--- src/rtl/mem_port_arbiter.sv ---
// mem_port_arbiter
//   Two-requester round-robin arbiter in front of a single memory port.
//   Requester 0 is instruction fetch and requester 1 is load/store.
//   Each grant holds the port until mem_ready arrives or a wait timeout expires.
//   At least one IDLE cycle always separates two grants.
//
// Ports
//   clk, rst                   clock, asynchronous active-high reset
//   req0/1, addr0/1, wdata0/1, we0/1
//                              per-requester access request and payload
//   gnt0/1                     grant status (one-hot or zero)
//   sel                        shared mux select (0 = req 0, 1 = req 1)
//   mem_valid/addr/wdata/we    shared memory port
//   mem_ready, mem_rdata       memory completion and read data
//   done0/1, err0/1            completion / timeout-abort pulses
//   rdata                      mem_rdata passed straight through

// Per-requester status decode: turns "this lane owns the port" into
// grant, completion and timeout pulses.
module mem_port_arbiter_lane (
  input  logic granted,
  input  logic mem_ready,
  input  logic timeout_hit,
  output logic gnt,
  output logic done,
  output logic err
);
  assign gnt  = granted;
  assign done = granted & mem_ready;
  // A ready in the timeout cycle wins: completion, not abort.
  assign err  = granted & ~mem_ready & timeout_hit;
endmodule

module mem_port_arbiter #(
  parameter int WIDTH   = 32,
  parameter int TIMEOUT = 15
) (
  input  logic             clk,
  input  logic             rst,
  input  logic             req0,
  input  logic             req1,
  input  logic [WIDTH-1:0] addr0,
  input  logic [WIDTH-1:0] addr1,
  input  logic [WIDTH-1:0] wdata0,
  input  logic [WIDTH-1:0] wdata1,
  input  logic             we0,
  input  logic             we1,
  output logic             gnt0,
  output logic             gnt1,
  output logic             sel,
  output logic             mem_valid,
  output logic [WIDTH-1:0] mem_addr,
  output logic [WIDTH-1:0] mem_wdata,
  output logic             mem_we,
  input  logic             mem_ready,
  input  logic [WIDTH-1:0] mem_rdata,
  output logic             done0,
  output logic             done1,
  output logic             err0,
  output logic             err1,
  output logic [WIDTH-1:0] rdata
);
  localparam int NUM_LANES = 2;
  // cnt only ever reaches TIMEOUT-1, so clog2(TIMEOUT) bits suffice.
  localparam int CNT_W = (TIMEOUT > 2) ? $clog2(TIMEOUT) : 1;
  localparam logic [CNT_W-1:0] CNT_LAST = CNT_W'(TIMEOUT - 1);

  typedef struct packed {
    logic [WIDTH-1:0] addr;
    logic [WIDTH-1:0] wdata;
    logic             we;
  } req_t;

  typedef enum logic [1:0] {IDLE = 2'd0, BUSY0 = 2'd1, BUSY1 = 2'd2} state_t;

  state_t           state, state_n;
  logic             last;
  logic             sel_q;
  logic [CNT_W-1:0] cnt;
  logic             grant;
  logic             win;
  logic             busy;
  logic             timeout_hit;

  req_t [NUM_LANES-1:0] reqs;
  req_t                 cur;
  logic [NUM_LANES-1:0] lane_granted, lane_gnt, lane_done, lane_err;

  assign reqs[0] = '{addr: addr0, wdata: wdata0, we: we0};
  assign reqs[1] = '{addr: addr1, wdata: wdata1, we: we1};
  assign cur     = reqs[sel_q];

  assign busy        = (state != IDLE);
  assign timeout_hit = (cnt == CNT_LAST);

  // Next state. In IDLE a tie goes to the requester that did not win last.
  always_comb begin
    state_n = state;
    grant   = 1'b0;
    win     = sel_q;
    unique case (state)
      IDLE: begin
        if (req0 | req1) begin
          grant   = 1'b1;
          win     = (req0 & req1) ? ~last : req1;
          state_n = win ? BUSY1 : BUSY0;
        end
      end
      BUSY0, BUSY1: begin
        // Always return through IDLE; no BUSY-to-BUSY handoff.
        if (mem_ready || timeout_hit) state_n = IDLE;
      end
      default: state_n = IDLE;
    endcase
  end

  always_ff @(posedge clk or posedge rst) begin
    if (rst) begin
      state <= IDLE;
      last  <= 1'b1;   // requester 0 wins the first tie
      sel_q <= 1'b0;
      cnt   <= '0;
    end else begin
      state <= state_n;
      if (grant) begin
        last  <= win;
        sel_q <= win;
        cnt   <= '0;
      end else if (busy && !mem_ready && !timeout_hit) begin
        cnt <= cnt + CNT_W'(1);
      end
    end
  end

  assign lane_granted = {state == BUSY1, state == BUSY0};

  for (genvar i = 0; i < NUM_LANES; i++) begin : g_lane
    mem_port_arbiter_lane u_lane (
      .granted     (lane_granted[i]),
      .mem_ready   (mem_ready),
      .timeout_hit (timeout_hit),
      .gnt         (lane_gnt[i]),
      .done        (lane_done[i]),
      .err         (lane_err[i])
    );
  end

  assign gnt0  = lane_gnt[0];
  assign gnt1  = lane_gnt[1];
  assign done0 = lane_done[0];
  assign done1 = lane_done[1];
  assign err0  = lane_err[0];
  assign err1  = lane_err[1];

  // sel is a register, so it holds the last owner through IDLE and
  // already points at the new owner in the first BUSY cycle.
  assign sel       = sel_q;
  assign mem_valid = busy;
  assign mem_addr  = cur.addr;
  assign mem_wdata = cur.wdata;
  assign mem_we    = busy & cur.we;
  assign rdata     = mem_rdata;
endmodule

--- config.mk ---
export PLATFORM = sky130hd
export DESIGN_NAME = mem_port_arbiter
export DESIGN_NICKNAME = d
export VERILOG_FILES = /design/src/rtl/mem_port_arbiter.sv
export SDC_FILE = /design/constraint.sdc
export NUM_CORES = 1
export LEC_CHECK = 0
export ABC_AREA = 1
export BUFFER_PORTS_ARGS = -buffer_cell sky130_fd_sc_hd__buf_2
export CAP_MARGIN = 5
export CORE_AREA = 2 2 105 107
export DETAILED_ROUTE_END_ITERATION = 8
export DIE_AREA = 0 0 107 109
export PLACE_DENSITY = 0.48
export SETUP_SLACK_MARGIN = 0.2
export SLEW_MARGIN = 20
export SYNTH_ARGS = -nofsm -noshare
export SYNTH_HDL_FRONTEND = slang
export SYNTH_HIERARCHICAL = 1
export SYNTH_SLANG_ARGS = --single-unit
export TNS_END_PERCENT = 50
--- constraint.sdc ---
create_clock -name clk -period 2.4 [get_ports clk]
set_input_delay 0 -clock clk [delete_from_list [all_inputs] [get_ports clk]]
set_output_delay 0 -clock clk [all_outputs]
set_load 0.01 [all_outputs]
# Word level (Yosys, flattened, before mapping)
# Index checks and enable logic that the tools add are counted.
[word_totals] ff_bits=8 out_inout_bits=105
[classes] n_lt_le_gt_ge=1 add_sub_neg=1 mux=13 n_eq_ne=5 n_reduce_logical=10 n_bitwise=11
[ops] operator="65-bit two-way mux" count=2
[ops] operator="1-bit AND" count=8
[ops] operator="4-bit two-way mux" count=2
[ops] operator="2-bit two-way mux" count=3
[ops] operator="1-bit two-way mux" count=5
[ops] operator="4-bit by 1-bit adder with 4-bit output (second input constant)" count=1
[ops] operator="4-bit equality test (second input constant)" count=1
[ops] operator="2-bit != test (second input constant)" count=2
[ops] operator="2-bit one-hot mux with 2 select lines" count=1
[ops] operator="2-bit nonzero test" count=2
[ops] operator="2-bit by 1-bit equality test with 1-bit output (second input constant)" count=1
[ops] operator="2-bit equality test (second input constant)" count=1
[ops] operator="1-bit logical AND" count=2
[ops] operator="1-bit zero test" count=2
[ops] operator="2-bit zero test" count=1
[ops] operator="1-bit by 2-bit less-than comparator with 1-bit output (second input constant)" count=1
[ops] operator="1-bit inverter" count=2
[ops] operator="2-bit AND reduction" count=1
[ops] operator="2-bit OR reduction" count=1
[ops] operator="1-bit logical OR" count=1
[ops] operator="1-bit OR" count=1

# Depth between registers and ports, before layout
[logic_depth] depth_word=5 depth_mapped=8 mapped_depth_nobuf=8

# Cells and area by module
# The synthesis kept the hierarchy.
[modules_own_cells] mod="mem_port_arbiter" seq_area_each_um2=201.4 area_each_um2=1550.2 cells_per_inst=306 instances=1
[modules_own_cells] mod="mem_port_arbiter_lane" seq_area_each_um2=0.0 area_each_um2=25.0 cells_per_inst=5 instances=2

# Worst setup path before layout
# No wires, ideal clock.
[synth_timing] path_kind="reg-to-reg" from="register state[0]" to="register cnt[1]" path_buffers=0 period_less_slack_ns=1.162 required_time_ns=2.335 stages_incl_launch_ff=7 setup_ns=0.065 slack_ns=1.238 arrival_ns=1.097 cell_sequence="dfrtp_1 inv_1 ha_1 nor2_1 nand2_2 or2_1 nand2_1"
[synth_between] elab_chain_len=4 word_cells_on_any_way=7 cone_classes="mux (2); reduce/logical (5)"
[synth_lines] item="start: declaration" line_no="76" source="state_t state, state_n;"
[synth_lines] item="start signal: assignment" line_no="124" source="state <= state_n;"
[synth_lines] item="2-bit nonzero test" line_no="93" source="assign busy = (state != IDLE);"
[synth_lines] item="1-bit logical AND (2 in a row)" line_no="129" source="end else if (busy && !mem_ready && !timeout_hit) begin"
[synth_lines] item="2-bit nonzero test (no line)"
[synth_lines] item="end signal: assignment" line_no="130" source="cnt <= cnt + CNT_W'(1);"
[synth_lines] item="end: declaration" line_no="79" source="logic [CNT_W-1:0] cnt;"
# Parallel ways exist; a longest one is shown, timed or not.
# A chain may end at the register's enable or synchronous reset.

# Worst setup path after layout
[layout_timing] from="register sel_q (netlist: sel)" to="output port mem_wdata[12]"
[layout_between] elab_chain_len=2
[layout_lines] item="start: declaration" line_no="78" source="logic sel_q;"
[layout_lines] item="start signal: assignment" line_no="127" source="sel_q <= win;"
[layout_lines] item="65-bit two-way mux (implied by the code) (2 in a row)" line_no="91" source="assign cur = reqs[sel_q];"
[layout_lines] item="end: declaration" line_no="53" source="output logic [WIDTH-1:0] mem_wdata,"
# Every way passes these cells. The select of a mux whose other input is x is not followed.

==> flow_results.xml <==
<?xml version="1.0" encoding="UTF-8"?>
<metrics>
  <group name="layout">
    <metric name="num_antenna_cells" unit="">0</metric>
    <metric name="layout.cells.most_common" unit="">nand2_1</metric>
    <metric name="areaGrowthSynthToFinish" unit="%">59.5</metric>
    <metric name="final_net_count" unit="">656</metric>
    <metric name="drive_gt1_share" unit="%">46.0</metric>
    <metric name="layout_common_cells" unit="">nand2_1, buf_2, inv_1</metric>
  </group>
  <group name="route">
    <metric name="initialDrtViolationCount" unit="">93</metric>
    <metric name="routed_wire_length_per_instance" unit="um">10.5</metric>
    <metric name="drt_pass1_iterations" unit="">4</metric>
    <metric name="postRouteAntennaNets" unit="">0</metric>
    <metric name="detailroute.via_count" unit="">2366</metric>
    <metric name="drc" unit="">0</metric>
    <metric name="wl" unit="mm">6.56</metric>
    <metric name="post_drt_via_cell_ratio" unit="">3.80</metric>
  </group>
  <group name="timing">
    <metric name="fin_crit_sh" unit="%">70.7</metric>
    <metric name="timing.fmax" unit="MHz">589</metric>
    <metric name="final.setup.worst_slack" unit="ps">703</metric>
    <metric name="tns" unit="ps">0</metric>
    <metric name="final.setup_skew" unit="ps">7.43</metric>
    <metric name="setup_viol_count_final" unit="">0</metric>
    <metric name="max_slew_margin" unit="%">56.6</metric>
    <metric name="final-hold-violation-count" unit="">0</metric>
    <metric name="grt_setup_unrepaired" unit="">no</metric>
    <metric name="measured_slew_at_the_worst_slew_check_pin" unit="ps">651</metric>
    <metric name="min_period" unit="ps">1700</metric>
    <metric name="slew_viol_final" unit="">0</metric>
  </group>
  <group name="critical_path">
    <metric name="worstPathRequired" unit="ps">2400</metric>
    <metric name="cp_max_fo" unit="">38</metric>
    <metric name="cp.arrival" unit="ps">1700</metric>
    <metric name="critPathLaunchType" unit="">flop</metric>
    <metric name="category_of_the_worst_setup_path_capture_point" unit="">output port</metric>
    <metric name="critical_path.most_common_cell" unit="">nand2_1</metric>
    <metric name="critical_path_top_delay_cell" unit="">inv_2</metric>
    <metric name="worst-setup-path-type" unit="">flop to output port</metric>
    <metric name="critPathBufInv" unit="">3</metric>
    <metric name="critical_path.max_stage_delay" unit="ps">460</metric>
    <metric name="critical-path-top-delay-family" unit="">buffers and inverters</metric>
    <metric name="timing.critical_path.cells" unit="">inv_2 &gt; buf_4 &gt; nand2_1 &gt; nand2_1 &gt; buf_2</metric>
  </group>
  <group name="die">
    <metric name="initial_utilization" unit="%">15.1</metric>
    <metric name="core-area" unit="um2">10600</metric>
    <metric name="fp-row-count" unit="">38</metric>
    <metric name="floorplan.die_area" unit="um2">11700</metric>
    <metric name="dieHeight" unit="um">109</metric>
    <metric name="io_pins" unit="">272</metric>
    <metric name="die-width" unit="um">107</metric>
  </group>
  <group name="power_and_ir_drop">
    <metric name="pwr-share-seq" unit="%">10.0</metric>
    <metric name="share_comb_of_total_power" unit="%">82.4</metric>
    <metric name="clock_power_share" unit="%">7.6</metric>
    <metric name="p_switching" unit="mW">1.26</metric>
    <metric name="max-vdd-ir-drop" unit="mV">0.367</metric>
    <metric name="swShare" unit="%">55.8</metric>
    <metric name="p_int" unit="mW">0.998</metric>
    <metric name="leakagePower" unit="nW">1.77</metric>
    <metric name="totalPowerFinal" unit="mW">2.26</metric>
    <metric name="power-per-cell-area" unit="nW/um2">884</metric>
  </group>
  <group name="logic_synthesis">
    <metric name="synth_area_leader_cell" unit="">nand2_1</metric>
    <metric name="synth-edff-count" unit="">0</metric>
    <metric name="synth_fp_nets" unit="">488</metric>
    <metric name="fraction_of_registers_with_async_set_or_reset_after_synthesis" unit="%">100</metric>
    <metric name="synthFlopType" unit="">dfrtp_1</metric>
    <metric name="netlist_instances" unit="">316</metric>
    <metric name="netlist-cell-type-count" unit="">20</metric>
    <metric name="synth-seq-cells" unit="">8</metric>
    <metric name="synth_top_cell_area_share" unit="%">51.1</metric>
    <metric name="yosys-top-cells-area" unit="">nand2_1, buf_4, dfrtp_1</metric>
    <metric name="synthesis.area" unit="um2">1600</metric>
    <metric name="syn_avg_cell_area" unit="um2">5.06</metric>
    <metric name="synthesis.yosys.warnings" unit="">6</metric>
    <metric name="synth_seq_area_share" unit="%">12.6</metric>
  </group>
  <group name="outcome">
    <metric name="run_status" unit="">complete, no violations</metric>
  </group>
  <group name="global_route">
    <metric name="first_global_vias" unit="">2056</metric>
    <metric name="grt_pass1_wl" unit="mm">9.42</metric>
    <metric name="grt.overflow.total" unit="">0</metric>
    <metric name="grt_max_degree" unit="">67</metric>
    <metric name="grt_antenna_before_repair" unit="">0</metric>
    <metric name="groute.usage.overall" unit="%">10.0</metric>
  </group>
  <group name="clock_tree">
    <metric name="numCtsBuffers" unit="">3</metric>
    <metric name="insertion_delay" unit="ps">230</metric>
    <metric name="clock-sinks" unit="">8</metric>
    <metric name="post-cts-setup-buffers" unit="">0</metric>
    <metric name="cts_tree" unit="">built</metric>
    <metric name="path_clk_slew" unit="ps">40</metric>
    <metric name="cts_repair_resize_count" unit="">0</metric>
    <metric name="cts_hold_buf" unit="">1</metric>
    <metric name="cts_max_level" unit="">1</metric>
    <metric name="clk_path_buf_depth" unit="">2</metric>
    <metric name="root_buffer_selected_by_cts" unit="">clkbuf_8</metric>
  </group>
  <group name="min_path">
    <metric name="min-delay-path-class" unit="">input pin to output port</metric>
  </group>
  <group name="placement">
    <metric name="place_ws" unit="ps">884</metric>
    <metric name="estimated_wirelength_of_the_detail_placed_design" unit="mm">5.56</metric>
    <metric name="gp_routability_congestion" unit="">0.712</metric>
    <metric name="portBuffers" unit="">207</metric>
  </group>
  <group name="job">
    <metric name="timing.max_cap.violations" unit="">0</metric>
  </group>
</metrics>
==> synthesized netlist by cell type (2+ instances only) <==
cell,n
buf_2,6
nand3_1,4
buf_4,40
inv_1,13
nor2_2,2
dfrtp_1,7
clkbuf_1,2
nand2_2,2
ha_1,5
nor2_1,4
o21ai_1,3
o21ai_0,2
nand2_1,218
inv_2,2
==> registers in the layout (all words and copies together) (netlist names) <==
register  flops
cnt           4
last          1
sel           1
state         2
==> power by group through the flow <==
stage | Clock (mW) | Sequential (mW) | Combinational (mW)
4_1_cts | 0.178 | 0.227 | 1.90
5_1_grt | 0.186 | 0.232 | 2.11
3_3_place_gp | 0 | 0.227 | 1.87
6_report | 0.171 | 0.226 | 1.86
3_5_place_dp | 0 | 0.228 | 1.89
2_1_floorplan | 0 | 0.224 | 1.23
==> worst register-to-register path, delay by kind of cell, from the launching register on <==
kind                   cells  cell delay (ps)
and+or+nand+nor            1               80
buffers and inverters      1              460
DFF                        1              400
AOI/OAI and AO/OA          2              210
==> cell type report <==
cell class | count | area [um2]
inverters | 15 | 56.3
repair buffers | 211 | 1070
flip-flops and latches | 8 | 203
fillers | 1224 | 8050
well taps | 140 | 175
multi-input cells | 245 | 1000
clock buffers | 4 | 45.0
==> per-stage QoR <==
step / instances / utilization, % / hold slack [ps] / instance area [um2]
finish: 623 / 24.1 / 0.00283 / 2550
global route: 623 / 24.1 / 0.0151 / 2550
CTS: 623 / 24.1 / 0.0686 / 2550
detailed placement: 618 / 23.6 / -26.2 / 2500
global placement: 618 / 23.6 / -27.0 / 2500
floorplan: 316 / - / -185 / 1600
==> final timing paths <==
check / startpoint / to / slack [ps] / cells past startpoint
max: sel / mem_wdata[12] / 700 / 5
min: mem_rdata[12] / rdata[12] / 0.003 / 0
max reg2reg: sel / sel / 1120 / 4
min reg2reg: last / last / 500 / 2
max in group asynchronous: rst / last / 1850 / 3
min in group asynchronous: rst / cnt[3] / 260 / 3
==> kinds of logic after synthesis <==
family	synth area share, %
and+or+nand+nor	56.8
AOI/OAI and AO/OA	1.56
DFF	12.6
adders and majority gates	3.91
buffers and inverters	24.6
xor gates and xnor gates	0.547
==> metal layers <==
layer | vias up | share of wire [%] | track usage, %
met4 | 0 | 1.1 | 2.04
met1 | 989 | 42 | 11.6
li1 | 1235 | - | -
met5 | - | 0 | 0
met3 | 10 | 9.1 | 2.75
met2 | 132 | 48 | 18.5
No activity file was read; power rests on OpenSTA's default activity.
